$ cat src/rtl/ysyx_24080014_lsu_pkg.sv
// ysyx_24080014_lsu_pkg
//   Shared definitions for the load/store unit: funct3 access-size codes, FSM state
//   encoding and the request legality check used when a request is accepted.
//   No ports (package).
package ysyx_24080014_lsu_pkg;

    localparam logic [2:0] LSU_B  = 3'b000;
    localparam logic [2:0] LSU_H  = 3'b001;
    localparam logic [2:0] LSU_W  = 3'b010;
    localparam logic [2:0] LSU_BU = 3'b100;
    localparam logic [2:0] LSU_HU = 3'b101;

    typedef enum logic [1:0] {
        StIdle,
        StReq,
        StWait,
        StDone
    } lsu_state_e;

    // 1 when the request must complete with an error and never reach the bus:
    // unsupported size code or an address not aligned to the access size.
    function automatic logic lsu_bad_req(input logic [2:0] funct3, input logic [1:0] addr_lo);
        logic bad;
        case (funct3)
            LSU_B, LSU_BU: bad = 1'b0;
            LSU_H, LSU_HU: bad = addr_lo[0];
            LSU_W:         bad = |addr_lo;
            default:       bad = 1'b1;
        endcase
        return bad;
    endfunction

endpackage

$ cat src/rtl/ysyx_24080014_lsu_if.sv
// ysyx_24080014_lsu_if
//   Single-outstanding valid/ready memory bus between the LSU (master) and memory (slave).
//   bus_req_valid/ready : request handshake, fields held stable while valid && !ready
//   bus_req_wen         : 1 = write
//   bus_req_addr        : word-aligned address
//   bus_req_wdata/wmask : lane-shifted store data and byte strobes
//   bus_rsp_valid/rdata : response (read data or write ack)
interface ysyx_24080014_lsu_if #(
    parameter int unsigned XLEN = 32
);

    logic            bus_req_valid;
    logic            bus_req_ready;
    logic            bus_req_wen;
    logic [XLEN-1:0] bus_req_addr;
    logic [XLEN-1:0] bus_req_wdata;
    logic [3:0]      bus_req_wmask;
    logic            bus_rsp_valid;
    logic [XLEN-1:0] bus_rsp_rdata;

    modport master (
        output bus_req_valid,
        output bus_req_wen,
        output bus_req_addr,
        output bus_req_wdata,
        output bus_req_wmask,
        input  bus_req_ready,
        input  bus_rsp_valid,
        input  bus_rsp_rdata
    );

    modport slave (
        input  bus_req_valid,
        input  bus_req_wen,
        input  bus_req_addr,
        input  bus_req_wdata,
        input  bus_req_wmask,
        output bus_req_ready,
        output bus_rsp_valid,
        output bus_rsp_rdata
    );

endinterface

$ cat src/rtl/ysyx_24080014_lsu_align.sv
// ysyx_24080014_lsu_align
//   Combinational byte-lane logic for the LSU (assumes XLEN = 32, four byte lanes).
//   i_st_funct3/i_st_addr_lo/i_st_data : store request -> o_st_wdata/o_st_wmask
//   i_ld_funct3/i_ld_addr_lo/i_ld_word : load response word -> o_ld_data (aligned, extended)
module ysyx_24080014_lsu_align
    import ysyx_24080014_lsu_pkg::*;
#(
    parameter int unsigned XLEN = 32
) (
    input  logic [2:0]      i_st_funct3,
    input  logic [1:0]      i_st_addr_lo,
    input  logic [XLEN-1:0] i_st_data,
    output logic [XLEN-1:0] o_st_wdata,
    output logic [3:0]      o_st_wmask,
    input  logic [2:0]      i_ld_funct3,
    input  logic [1:0]      i_ld_addr_lo,
    input  logic [XLEN-1:0] i_ld_word,
    output logic [XLEN-1:0] o_ld_data
);

    logic [XLEN-1:0] w_ld_shifted;

    // Narrow stores replicate the value across all lanes; the strobe picks the lane.
    always_comb begin
        o_st_wdata = i_st_data;
        o_st_wmask = 4'b1111;
        case (i_st_funct3[1:0])
            2'b00: begin
                o_st_wdata = {(XLEN/8){i_st_data[7:0]}};
                o_st_wmask = 4'b0001 << i_st_addr_lo;
            end
            2'b01: begin
                o_st_wdata = {(XLEN/16){i_st_data[15:0]}};
                o_st_wmask = 4'b0011 << i_st_addr_lo;
            end
            default: begin
                o_st_wdata = i_st_data;
                o_st_wmask = 4'b1111;
            end
        endcase
    end

    assign w_ld_shifted = i_ld_word >> {i_ld_addr_lo, 3'b000};

    always_comb begin
        o_ld_data = i_ld_word;
        case (i_ld_funct3)
            LSU_B:   o_ld_data = {{(XLEN-8){w_ld_shifted[7]}}, w_ld_shifted[7:0]};
            LSU_H:   o_ld_data = {{(XLEN-16){w_ld_shifted[15]}}, w_ld_shifted[15:0]};
            LSU_BU:  o_ld_data = {{(XLEN-8){1'b0}}, w_ld_shifted[7:0]};
            LSU_HU:  o_ld_data = {{(XLEN-16){1'b0}}, w_ld_shifted[15:0]};
            default: o_ld_data = i_ld_word;
        endcase
    end

endmodule

$ cat src/rtl/ysyx_24080014_lsu.sv
// ysyx_24080014_lsu
//   Load/store unit: accepts one load or store, runs it over a single-outstanding
//   valid/ready bus and returns extended load data. Core stalls on lsu_busy.
//   clk, rst          : clock, synchronous active-high reset
//   req_*             : request from EXE/MEM (sampled only while idle)
//   read_addr/mem_rd  : load / store address
//   store_data        : store value (low bytes valid)
//   lsu_busy          : request in flight
//   lsu_done/lsu_err  : one-cycle completion pulse / error (misaligned, bad size, timeout)
//   lsu_rdata         : extended load result, held until the next completion
//   bus               : memory bus, master side
module ysyx_24080014_lsu
    import ysyx_24080014_lsu_pkg::*;
#(
    parameter int unsigned XLEN      = 32,
    parameter int unsigned TIMEOUT_W = 8
) (
    input  logic            clk,
    input  logic            rst,
    input  logic            req_valid,
    input  logic            req_is_load,
    input  logic            req_is_store,
    input  logic [2:0]      req_funct3,
    input  logic [XLEN-1:0] read_addr,
    input  logic [XLEN-1:0] mem_rd,
    input  logic [XLEN-1:0] store_data,
    output logic            lsu_busy,
    output logic            lsu_done,
    output logic [XLEN-1:0] lsu_rdata,
    output logic            lsu_err,
    ysyx_24080014_lsu_if.master bus
);

    // Keeps the counter legal when the watchdog is disabled.
    localparam int unsigned CntW = (TIMEOUT_W == 0) ? 1 : TIMEOUT_W;

    lsu_state_e      r_state;
    logic            r_busy;
    logic            r_done;
    logic            r_err;
    logic [XLEN-1:0] r_rdata;
    logic            r_bus_valid;
    logic            r_wen;
    logic [XLEN-1:0] r_bus_addr;
    logic [XLEN-1:0] r_wdata;
    logic [3:0]      r_wmask;
    logic [2:0]      r_funct3;
    logic [1:0]      r_addr_lo;
    logic [CntW-1:0] r_wdog;

    logic [XLEN-1:0] w_addr;
    logic            w_accept;
    logic            w_bad;
    logic            w_fire;
    logic [CntW-1:0] w_wdog_inc;
    logic            w_timeout;
    logic [XLEN-1:0] w_st_wdata;
    logic [3:0]      w_st_wmask;
    logic [XLEN-1:0] w_ld_data;
    logic [XLEN-1:0] w_rsp_data;

    assign w_addr     = req_is_load ? read_addr : mem_rd;
    assign w_accept   = req_valid & (req_is_load ^ req_is_store);
    assign w_bad      = lsu_bad_req(req_funct3, w_addr[1:0]);
    assign w_fire     = r_bus_valid & bus.bus_req_ready;
    assign w_wdog_inc = r_wdog + {{(CntW-1){1'b0}}, 1'b1};
    // Fires on the WAIT cycle whose count reaches all-ones (2^TIMEOUT_W - 1 WAIT cycles).
    assign w_timeout  = (TIMEOUT_W != 0) && (w_wdog_inc == {CntW{1'b1}});
    // Write acks carry no data back to the core.
    assign w_rsp_data = r_wen ? '0 : w_ld_data;

    ysyx_24080014_lsu_align #(
        .XLEN(XLEN)
    ) u_align (
        .i_st_funct3 (req_funct3),
        .i_st_addr_lo(w_addr[1:0]),
        .i_st_data   (store_data),
        .o_st_wdata  (w_st_wdata),
        .o_st_wmask  (w_st_wmask),
        .i_ld_funct3 (r_funct3),
        .i_ld_addr_lo(r_addr_lo),
        .i_ld_word   (bus.bus_rsp_rdata),
        .o_ld_data   (w_ld_data)
    );

    always_ff @(posedge clk) begin
        if (rst) begin
            r_state     <= StIdle;
            r_busy      <= 1'b0;
            r_done      <= 1'b0;
            r_err       <= 1'b0;
            r_rdata     <= '0;
            r_bus_valid <= 1'b0;
            r_wen       <= 1'b0;
            r_bus_addr  <= '0;
            r_wdata     <= '0;
            r_wmask     <= 4'b0000;
            r_funct3    <= 3'b000;
            r_addr_lo   <= 2'b00;
            r_wdog      <= '0;
        end else begin
            r_done <= 1'b0;
            r_err  <= 1'b0;
            case (r_state)
                StIdle: begin
                    if (w_accept) begin
                        r_funct3  <= req_funct3;
                        r_addr_lo <= w_addr[1:0];
                        r_busy    <= 1'b1;
                        if (w_bad) begin
                            r_state <= StDone;
                            r_done  <= 1'b1;
                            r_err   <= 1'b1;
                            r_rdata <= '0;
                        end else begin
                            r_state     <= StReq;
                            r_bus_valid <= 1'b1;
                            r_wen       <= req_is_store;
                            r_bus_addr  <= {w_addr[XLEN-1:2], 2'b00};
                            r_wdata     <= req_is_store ? w_st_wdata : '0;
                            r_wmask     <= req_is_store ? w_st_wmask : 4'b0000;
                        end
                    end
                end
                StReq: begin
                    if (w_fire) begin
                        r_bus_valid <= 1'b0;
                        r_wdog      <= '0;
                        if (bus.bus_rsp_valid) begin
                            r_state <= StDone;
                            r_done  <= 1'b1;
                            r_rdata <= w_rsp_data;
                        end else begin
                            r_state <= StWait;
                        end
                    end
                end
                StWait: begin
                    if (bus.bus_rsp_valid) begin
                        r_state <= StDone;
                        r_done  <= 1'b1;
                        r_rdata <= w_rsp_data;
                    end else if (w_timeout) begin
                        r_state <= StDone;
                        r_done  <= 1'b1;
                        r_err   <= 1'b1;
                        r_rdata <= '0;
                    end else begin
                        r_wdog <= w_wdog_inc;
                    end
                end
                StDone: begin
                    r_state <= StIdle;
                    r_busy  <= 1'b0;
                end
                default: begin
                    r_state <= StIdle;
                    r_busy  <= 1'b0;
                end
            endcase
        end
    end

    assign lsu_busy  = r_busy;
    assign lsu_done  = r_done;
    assign lsu_err   = r_err;
    assign lsu_rdata = r_rdata;

    assign bus.bus_req_valid = r_bus_valid;
    assign bus.bus_req_wen   = r_wen;
    assign bus.bus_req_addr  = r_bus_addr;
    assign bus.bus_req_wdata = r_wdata;
    assign bus.bus_req_wmask = r_wmask;

endmodule
$ cat src/flat_wrapper.sv
// flat-port wrapper written by rule: the top's interface ports become plain ports
module ysyx_24080014_lsu_flat import ysyx_24080014_lsu_pkg::*;
#(
    parameter int unsigned XLEN      = 32,
    parameter int unsigned TIMEOUT_W = 8
)
  (clk, rst, req_valid, req_is_load, req_is_store, req_funct3, read_addr, mem_rd, store_data, lsu_busy, lsu_done, lsu_rdata, lsu_err, bus_bus_req_valid, bus_bus_req_wen, bus_bus_req_addr, bus_bus_req_wdata, bus_bus_req_wmask, bus_bus_req_ready, bus_bus_rsp_valid, bus_bus_rsp_rdata);
  ysyx_24080014_lsu_if #(.XLEN(XLEN)) bus_i ();
  input  logic clk;
  input  logic rst;
  input  logic req_valid;
  input  logic req_is_load;
  input  logic req_is_store;
  input  logic [2:0] req_funct3;
  input  logic [XLEN-1:0] read_addr;
  input  logic [XLEN-1:0] mem_rd;
  input  logic [XLEN-1:0] store_data;
  output logic lsu_busy;
  output logic lsu_done;
  output logic [XLEN-1:0] lsu_rdata;
  output logic lsu_err;
  output wire logic [$bits(bus_i.bus_req_valid)-1:0] bus_bus_req_valid;
  output wire logic [$bits(bus_i.bus_req_wen)-1:0] bus_bus_req_wen;
  output wire logic [$bits(bus_i.bus_req_addr)-1:0] bus_bus_req_addr;
  output wire logic [$bits(bus_i.bus_req_wdata)-1:0] bus_bus_req_wdata;
  output wire logic [$bits(bus_i.bus_req_wmask)-1:0] bus_bus_req_wmask;
  input wire logic [$bits(bus_i.bus_req_ready)-1:0] bus_bus_req_ready;
  input wire logic [$bits(bus_i.bus_rsp_valid)-1:0] bus_bus_rsp_valid;
  input wire logic [$bits(bus_i.bus_rsp_rdata)-1:0] bus_bus_rsp_rdata;
  assign bus_bus_req_valid = bus_i.bus_req_valid;
  assign bus_bus_req_wen = bus_i.bus_req_wen;
  assign bus_bus_req_addr = bus_i.bus_req_addr;
  assign bus_bus_req_wdata = bus_i.bus_req_wdata;
  assign bus_bus_req_wmask = bus_i.bus_req_wmask;
  assign bus_i.bus_req_ready = bus_bus_req_ready;
  assign bus_i.bus_rsp_valid = bus_bus_rsp_valid;
  assign bus_i.bus_rsp_rdata = bus_bus_rsp_rdata;
  ysyx_24080014_lsu #(.XLEN(XLEN), .TIMEOUT_W(TIMEOUT_W)) u_core (.clk(clk), .rst(rst), .req_valid(req_valid), .req_is_load(req_is_load), .req_is_store(req_is_store), .req_funct3(req_funct3), .read_addr(read_addr), .mem_rd(mem_rd), .store_data(store_data), .lsu_busy(lsu_busy), .lsu_done(lsu_done), .lsu_rdata(lsu_rdata), .lsu_err(lsu_err), .bus(bus_i));
endmodule
$ cat config.mk
export PLATFORM = sky130hd
export DESIGN_NAME = ysyx_24080014_lsu_flat
export DESIGN_NICKNAME = d
export VERILOG_FILES = /design/src/rtl/ysyx_24080014_lsu_pkg.sv /design/src/rtl/ysyx_24080014_lsu_if.sv /design/src/rtl/ysyx_24080014_lsu_align.sv /design/src/rtl/ysyx_24080014_lsu.sv /design/src/flat_wrapper.sv
export SDC_FILE = /design/constraint.sdc
export NUM_CORES = 1
export LEC_CHECK = 0
export CORE_MARGIN = 2
export CORE_UTILIZATION = 40
export DETAILED_ROUTE_END_ITERATION = 12
export GPL_TIMING_DRIVEN = 0
export PLACE_DENSITY = 0.77
export SETUP_SLACK_MARGIN = 0.4
export SLEW_MARGIN = 20
export SYNTH_ARGS = -nofsm -noshare
export SYNTH_HDL_FRONTEND = slang
export SYNTH_HIERARCHICAL = 1
export SYNTH_SLANG_ARGS = --single-unit
$ cat constraint.sdc
create_clock -name clk -period 2.3 [get_ports clk]
set_input_delay 0.46 -clock clk [delete_from_list [all_inputs] [get_ports clk]]
set_output_delay 0.46 -clock clk [all_outputs]
set_load 0.02 [all_outputs]
# After elaboration in Yosys (flattened, before gate mapping)
# Index checks and enable logic that the tools add are counted.
# word_totals
in_bits	138
regBits	118
wordCells	100
out_inout_bits	105
# op_classes
reduce_logical	18
n_addsub	1
bitwise	4
n_shift	3
eq_ne	20
muxes	41
# ops
op	count
$mux 32	9
$pmux 32 s4	1
$pmux 32 s3	1
$pmux 32 s2	1
$shr 32x5->16	1
$mux 8	3
$pmux 8 s2	1
$eq 3x3->1 const B	4
$mux 1	12
$mux 2	5
$add 8x1->8 const B	1
$eq 8x8->1 const B	1
$ne 2x2->1 const B	4
$pmux 2 s4	1
$pmux 4 s2	1
$reduce_and 4->1	2
$eq 3x1->1 const B	2
$logic_not 3->1	2
$ne 2x1->1 const B	3
$pmux 1 s2	3
$pmux 1 s3	2
$reduce_and 3->1	2
$reduce_and 6->1	1
$reduce_bool 2->1	3
other kinds (14)	21

# Longest topological paths before layout
# logic_depth
ltp_word	6
ltp_mapped	10
depth_no_buf	8

# Cells and area by module
# The synthesis kept the hierarchy.
# by_module_without_submodules
mod	seq_area_each_um2	cells_per_inst	area_each_um2	instances
ysyx_24080014_lsu	2362.3	593	5141.2	1
ysyx_24080014_lsu_align	0.0	171	1194.9	1

# Worst setup path before layout
# Ideal clock, no wire load.
# synth_timing
path_kind	input-to-reg
from	input port req_is_load
to	register u_core.r_rdata[0] (netlist: u_core/lsu_rdata[0])
setup_time_ps	72
setup_slack_ps	-69
n_path_buf	2
arrival_ps	2298
required_ps	2228
stages	8
cell_sequence	clkbuf_1 > mux2_2 > nor4_1 > nor2_1 > mux2_2 > o2111ai_4 > buf_6 > mux2i_1
# synth_via
elab_chain_cells	5
elab_cells_between_ends	8
cone_classes	eq/ne (2); mux (2); bitwise (2); reduce/logical (2)
# synth_lines
item	line	text
start, declared	flat_wrapper.sv:12	input logic req_is_load;
$mux 32	ysyx_24080014_lsu.sv:62	assign w_addr = req_is_load ? read_addr : mem_rd;
net u_core.w_addr[1]	ysyx_24080014_lsu.sv:51	logic [XLEN-1:0] w_addr;
$reduce_or 2->1	ysyx_24080014_lsu_pkg.sv:27	LSU_W: bad = |addr_lo;
$pmux 1 s3	ysyx_24080014_lsu_pkg.sv:24	case (funct3)
$ne 2x1->1 (no source line)	-	
$reduce_and 6->1 (no source line)	-	
end signal, assigned	ysyx_24080014_lsu.sv:132	r_rdata <= w_rsp_data;
end signal, assigned	ysyx_24080014_lsu.sv:142	r_rdata <= w_rsp_data;
end, declared	ysyx_24080014_lsu.sv:41	logic [XLEN-1:0] r_rdata;
# The timed path passes the listed nets, and every way through them passes these cells.
# A chain may end at the register's enable or synchronous reset.

# Final worst setup path
# layout_timing
from	register u_core.r_wdog[1]
to	register u_core.r_rdata[29] (netlist: u_core/lsu_rdata[29])
# layout_via
elab_chain_cells	4
# layout_lines
item	line	text
start, declared	ysyx_24080014_lsu.sv:49	logic [CntW-1:0] r_wdog;
start signal, assigned	ysyx_24080014_lsu.sv:149	r_wdog <= w_wdog_inc;
$add 8x1->8	ysyx_24080014_lsu.sv:66	assign w_wdog_inc = r_wdog + {{(CntW-1){1'b0}}, 1'b1};
$eq 8x8->1	ysyx_24080014_lsu.sv:68	assign w_timeout = (TIMEOUT_W != 0) && (w_wdog_inc == {CntW{1'b1}});
$ne 3x2->1 (no source line)	-	
$reduce_and 6->1 (no source line)	-	
# Every way passes these cells.

==> impl_results.md <==
- Final TNS setup: -1130 ps
- Hold endpoint: u_core/bus.bus_req_wdata[10]
- Routed length per instance: 17.5 um
- Area Overhead vs Synth: 64.3%
- Routed Antenna Nets: 0
- Main combinational cell family by area after synthesis: simple AND/OR/NAND/NOR gates
- PortBufs: 239
- Clock Tree Root: clkbuf_16
- Outcome: complete, but fails checks
- Compound-cell area share of the yosys netlist: 0.181
- Die W: 130 um
- Post-Syn Instances: 764
- Sequential share of the synthesized area: 0.373
- Min-delay src: u_core/bus.bus_req_wdata[10]
- CP peak stage delay: 520 ps
- Worst Setup End Kind: register
- RSZ-0062 raised after global routing: true
- CTS Buffer Depth: 2
- DR pass1 iterations: 6
- Worst EP arrival: 2700 ps
- Post-synthesis simple-gate area fraction: 0.194
- Mean post-synth cell area: 8.29 sq um
- Period minus WS final: 2360 ps
- PwrDens: 734 nW/um^2
- Hold slack: 449 ps
- Core area: 15,700 sq um
- EDFF count, synth: 0
- Hold path depth: 2
- Pre-CTS setup slack: -753 ps
- Routed vias: 6,987
- Antenna violations before repair: 0
- Number of global-route vias before repair: 6,615
- Post-synth cell types: 60
- WP data required: 2640 ps
- Initial core utilization: 0.405
- CP Class: register to register
- LEAKAGE: 4.08 nW
- Final Cycle Share: 1.03
- Clk sinks: 118
- Xor and xnor fraction of the mapped netlist area: 0.00138
- Mux cell area share after synthesis: 0.171
- Flops & latches, synth: 118
- Final Hold Fails: 0
- Post-detail-place hpwl: 15,700 um
- Post-synth top flop: dfxtp_1
- Hold Crit Class: register to register
- Iteration-0 DRC count of the detailed router: 477
- DRC: 0
- Max Clock Freq: 0.423 GHz
- Critical Path Source Type: register
- Number of max-cap violations: 0
- Top Family by Delay on Critical Path: simple AND/OR/NAND/NOR gates
- Worst-skew pair later-pin latency: 420 ps
- Global-route wire length before repair: 34,000 um
- H-tree depth: 4
- Layout cells sized above 1: 0.170
- Total Power: 7.64 mW
- Total GRT Usage: 0.261
- Warning count from the yosys run: 6
- Final setup vio count: 27
- Critical Path Fanout Max: 7
- Maximum VDD drop: 0.596 mV
- Die height: 130 um
- Post-Synth Adder-Cell Area: 0.0118
- Worst-path clk slew: 60 ps
- Slowest stage cell, crit path: or4_4
- Routability congestion estimate: 0.923
- Overall routed net length: 22,500 um
- Worst reg2reg path startpoint: u_core/r_wdog[1]
- Buf/Inv on CP: 3
- TritonCTS clock tree: yes
- Reg2Reg Depth: 10
- Max-slew violations: 0
- Final worst setup slack: -63.4 ps
- Setup Skew: 9.58 ps
- Synthesized area: 6340 sq um
- Worst Tran Pin Value: 725 ps
- Largest net degree at the start of global routing: 17
- Average vias per placed instance: 5.42
- Max-slew headroom: 0.517
- R2r setup slk: -60 ps
- Failing checks: negative setup slack
- CTS buffer count: 17
- Layout Nets: 1,205
- Area of the die: 16,900 sq um
- CP Cell Sequence: ha_4 > nand3_4 > or4_4 > a32oi_2 > and2_4 > buf_6 > o2111ai_4 > buf_12 > buf_8 > mux2i_1
- Async S/R FF share, synth: 0
- Worst flop-to-flop path endpoint: u_core/lsu_rdata[29]
- Diodes inserted: 0
- Gr ovfl total: 0
- Io pins: 243
- Row Count: 46
cells by family after synthesis:
logic type | Yosys count
xor+xnor | 1
buf+inv | 83
mux | 104
compound gates | 168
simple gates | 283
other cells | 1
fa+ha+maj | 6
flops | 118
per-stage QoR:
stage | cell area (sq um) | util | std cells
floorplan | 6500 | - | 765
global placement | 9170 | 0.586 | 1220
detailed placement | 9170 | 0.586 | 1220
CTS | 10300 | 0.655 | 1285
global route | 10400 | 0.665 | 1290
finish | 10400 | 0.665 | 1290
cells in the mapped netlist (all sizes together), types with 3 or more instances:
cell	instances	share of area
or4	4	0.0047
buf	32	0.036
o21bai	4	0.0047
nand4	5	0.0049
o2bb2ai	3	0.0041
a221oi	3	0.0069
a211oi	32	0.038
nand3b	8	0.0095
nand2	156	0.092
o211a	5	0.0079
mux2i	77	0.12
o31ai	8	0.0095
o21ai	38	0.030
nor2b	5	0.0049
ha	6	0.012
a21oi	45	0.036
dfxtp	118	0.37
nand3	43	0.034
a22oi	5	0.0059
a22o	3	0.0041
mux2	26	0.046
clkbuf	41	0.024
nor2	46	0.027
or3	3	0.0030
inv	10	0.0059
area by class of cell:
| type | count | area, sq um |
|---|---|---|
| sequential | 118 | 2370 |
| inverter | 10 | 40.0 |
| tap | 216 | 270 |
| multi-input combinational | 564 | 3780 |
| timing repair buffer | 277 | 2820 |
| clock inverter | 13 | 146 |
| buffer | 73 | 533 |
| fill | 1281 | 5240 |
| clock buffer | 19 | 443 |
routing by layer:
metal	share of wire	vias up	routed length, um	GRT usage
met1	0.39	3269	8780	0.313
met2	0.49	375	11000	0.434
met3	0.094	52	2130	0.0808
met5	0	-	0	0
met4	0.026	0	594	0.110
li1	-	3291	-	-
where the power goes:
| part | switching, mW | internal (mW) |
|---|---|---|
| Combinational | 1.34 | 1.33 |
| Clock | 1.03 | 1.63 |
| Sequential | 0.103 | 2.20 |
flip-flops by register name, indices dropped and copies added, names as in the netlist:
register                  flops
u_core/bus.bus_req_addr      30
u_core/bus.bus_req_valid      1
u_core/bus.bus_req_wdata     32
u_core/bus.bus_req_wen        1
u_core/bus.bus_req_wmask      4
u_core/lsu_busy               1
u_core/lsu_done               1
u_core/lsu_err                1
u_core/lsu_rdata             32
u_core/r_addr_lo              2
u_core/r_funct3               3
u_core/r_state                2
u_core/r_wdog                 8
worst max path at each step:
stage                      start                   end  slack [ps]  depth (start not counted)
2_1_floorplan   u_core/r_wdog[0]   u_core/lsu_rdata[0]         210                         10
3_3_place_gp   bus_bus_rsp_valid  u_core/lsu_rdata[30]        -700                          7
3_5_place_dp   bus_bus_rsp_valid  u_core/lsu_rdata[29]        -750                          7
4_1_cts         u_core/r_wdog[0]  u_core/lsu_rdata[29]          50                         10
5_1_grt         u_core/r_wdog[1]  u_core/lsu_rdata[20]        -110                         10
6_report        u_core/r_wdog[1]  u_core/lsu_rdata[29]         -60                         10
worst reg2reg max path, cell delays in order (launching register included):
cell	delay, ps
dfxtp_4	370
ha_4	170
nand3_4	70
or4_4	520
a32oi_2	240
and2_4	190
buf_6	100
o2111ai_4	140
buf_12	200
buf_8	140
mux2i_1	160
layout by cell type, fill, tap and decap left out, drive strengths merged, types with 13 or more instances in the layout:
cell type	instances
inv	13
buf	74
mux2i	77
nand3	43
nor2	46
dfxtp	118
clkbuf	56
a21oi	45
a211oi	32
clkdlybuf4s50	225
o21ai	38
nand2	156
mux2	26
repair_timing:
action,in CTS,in global routing
hold endpoints to repair,0,0
buffers inserted,29,4
resized for setup,57,35
hold buffers,0,0
gates cloned,4,1
pin swaps,17,8
endpoints found under the setup margin,115,117
(Power assumes the default switching activity.)
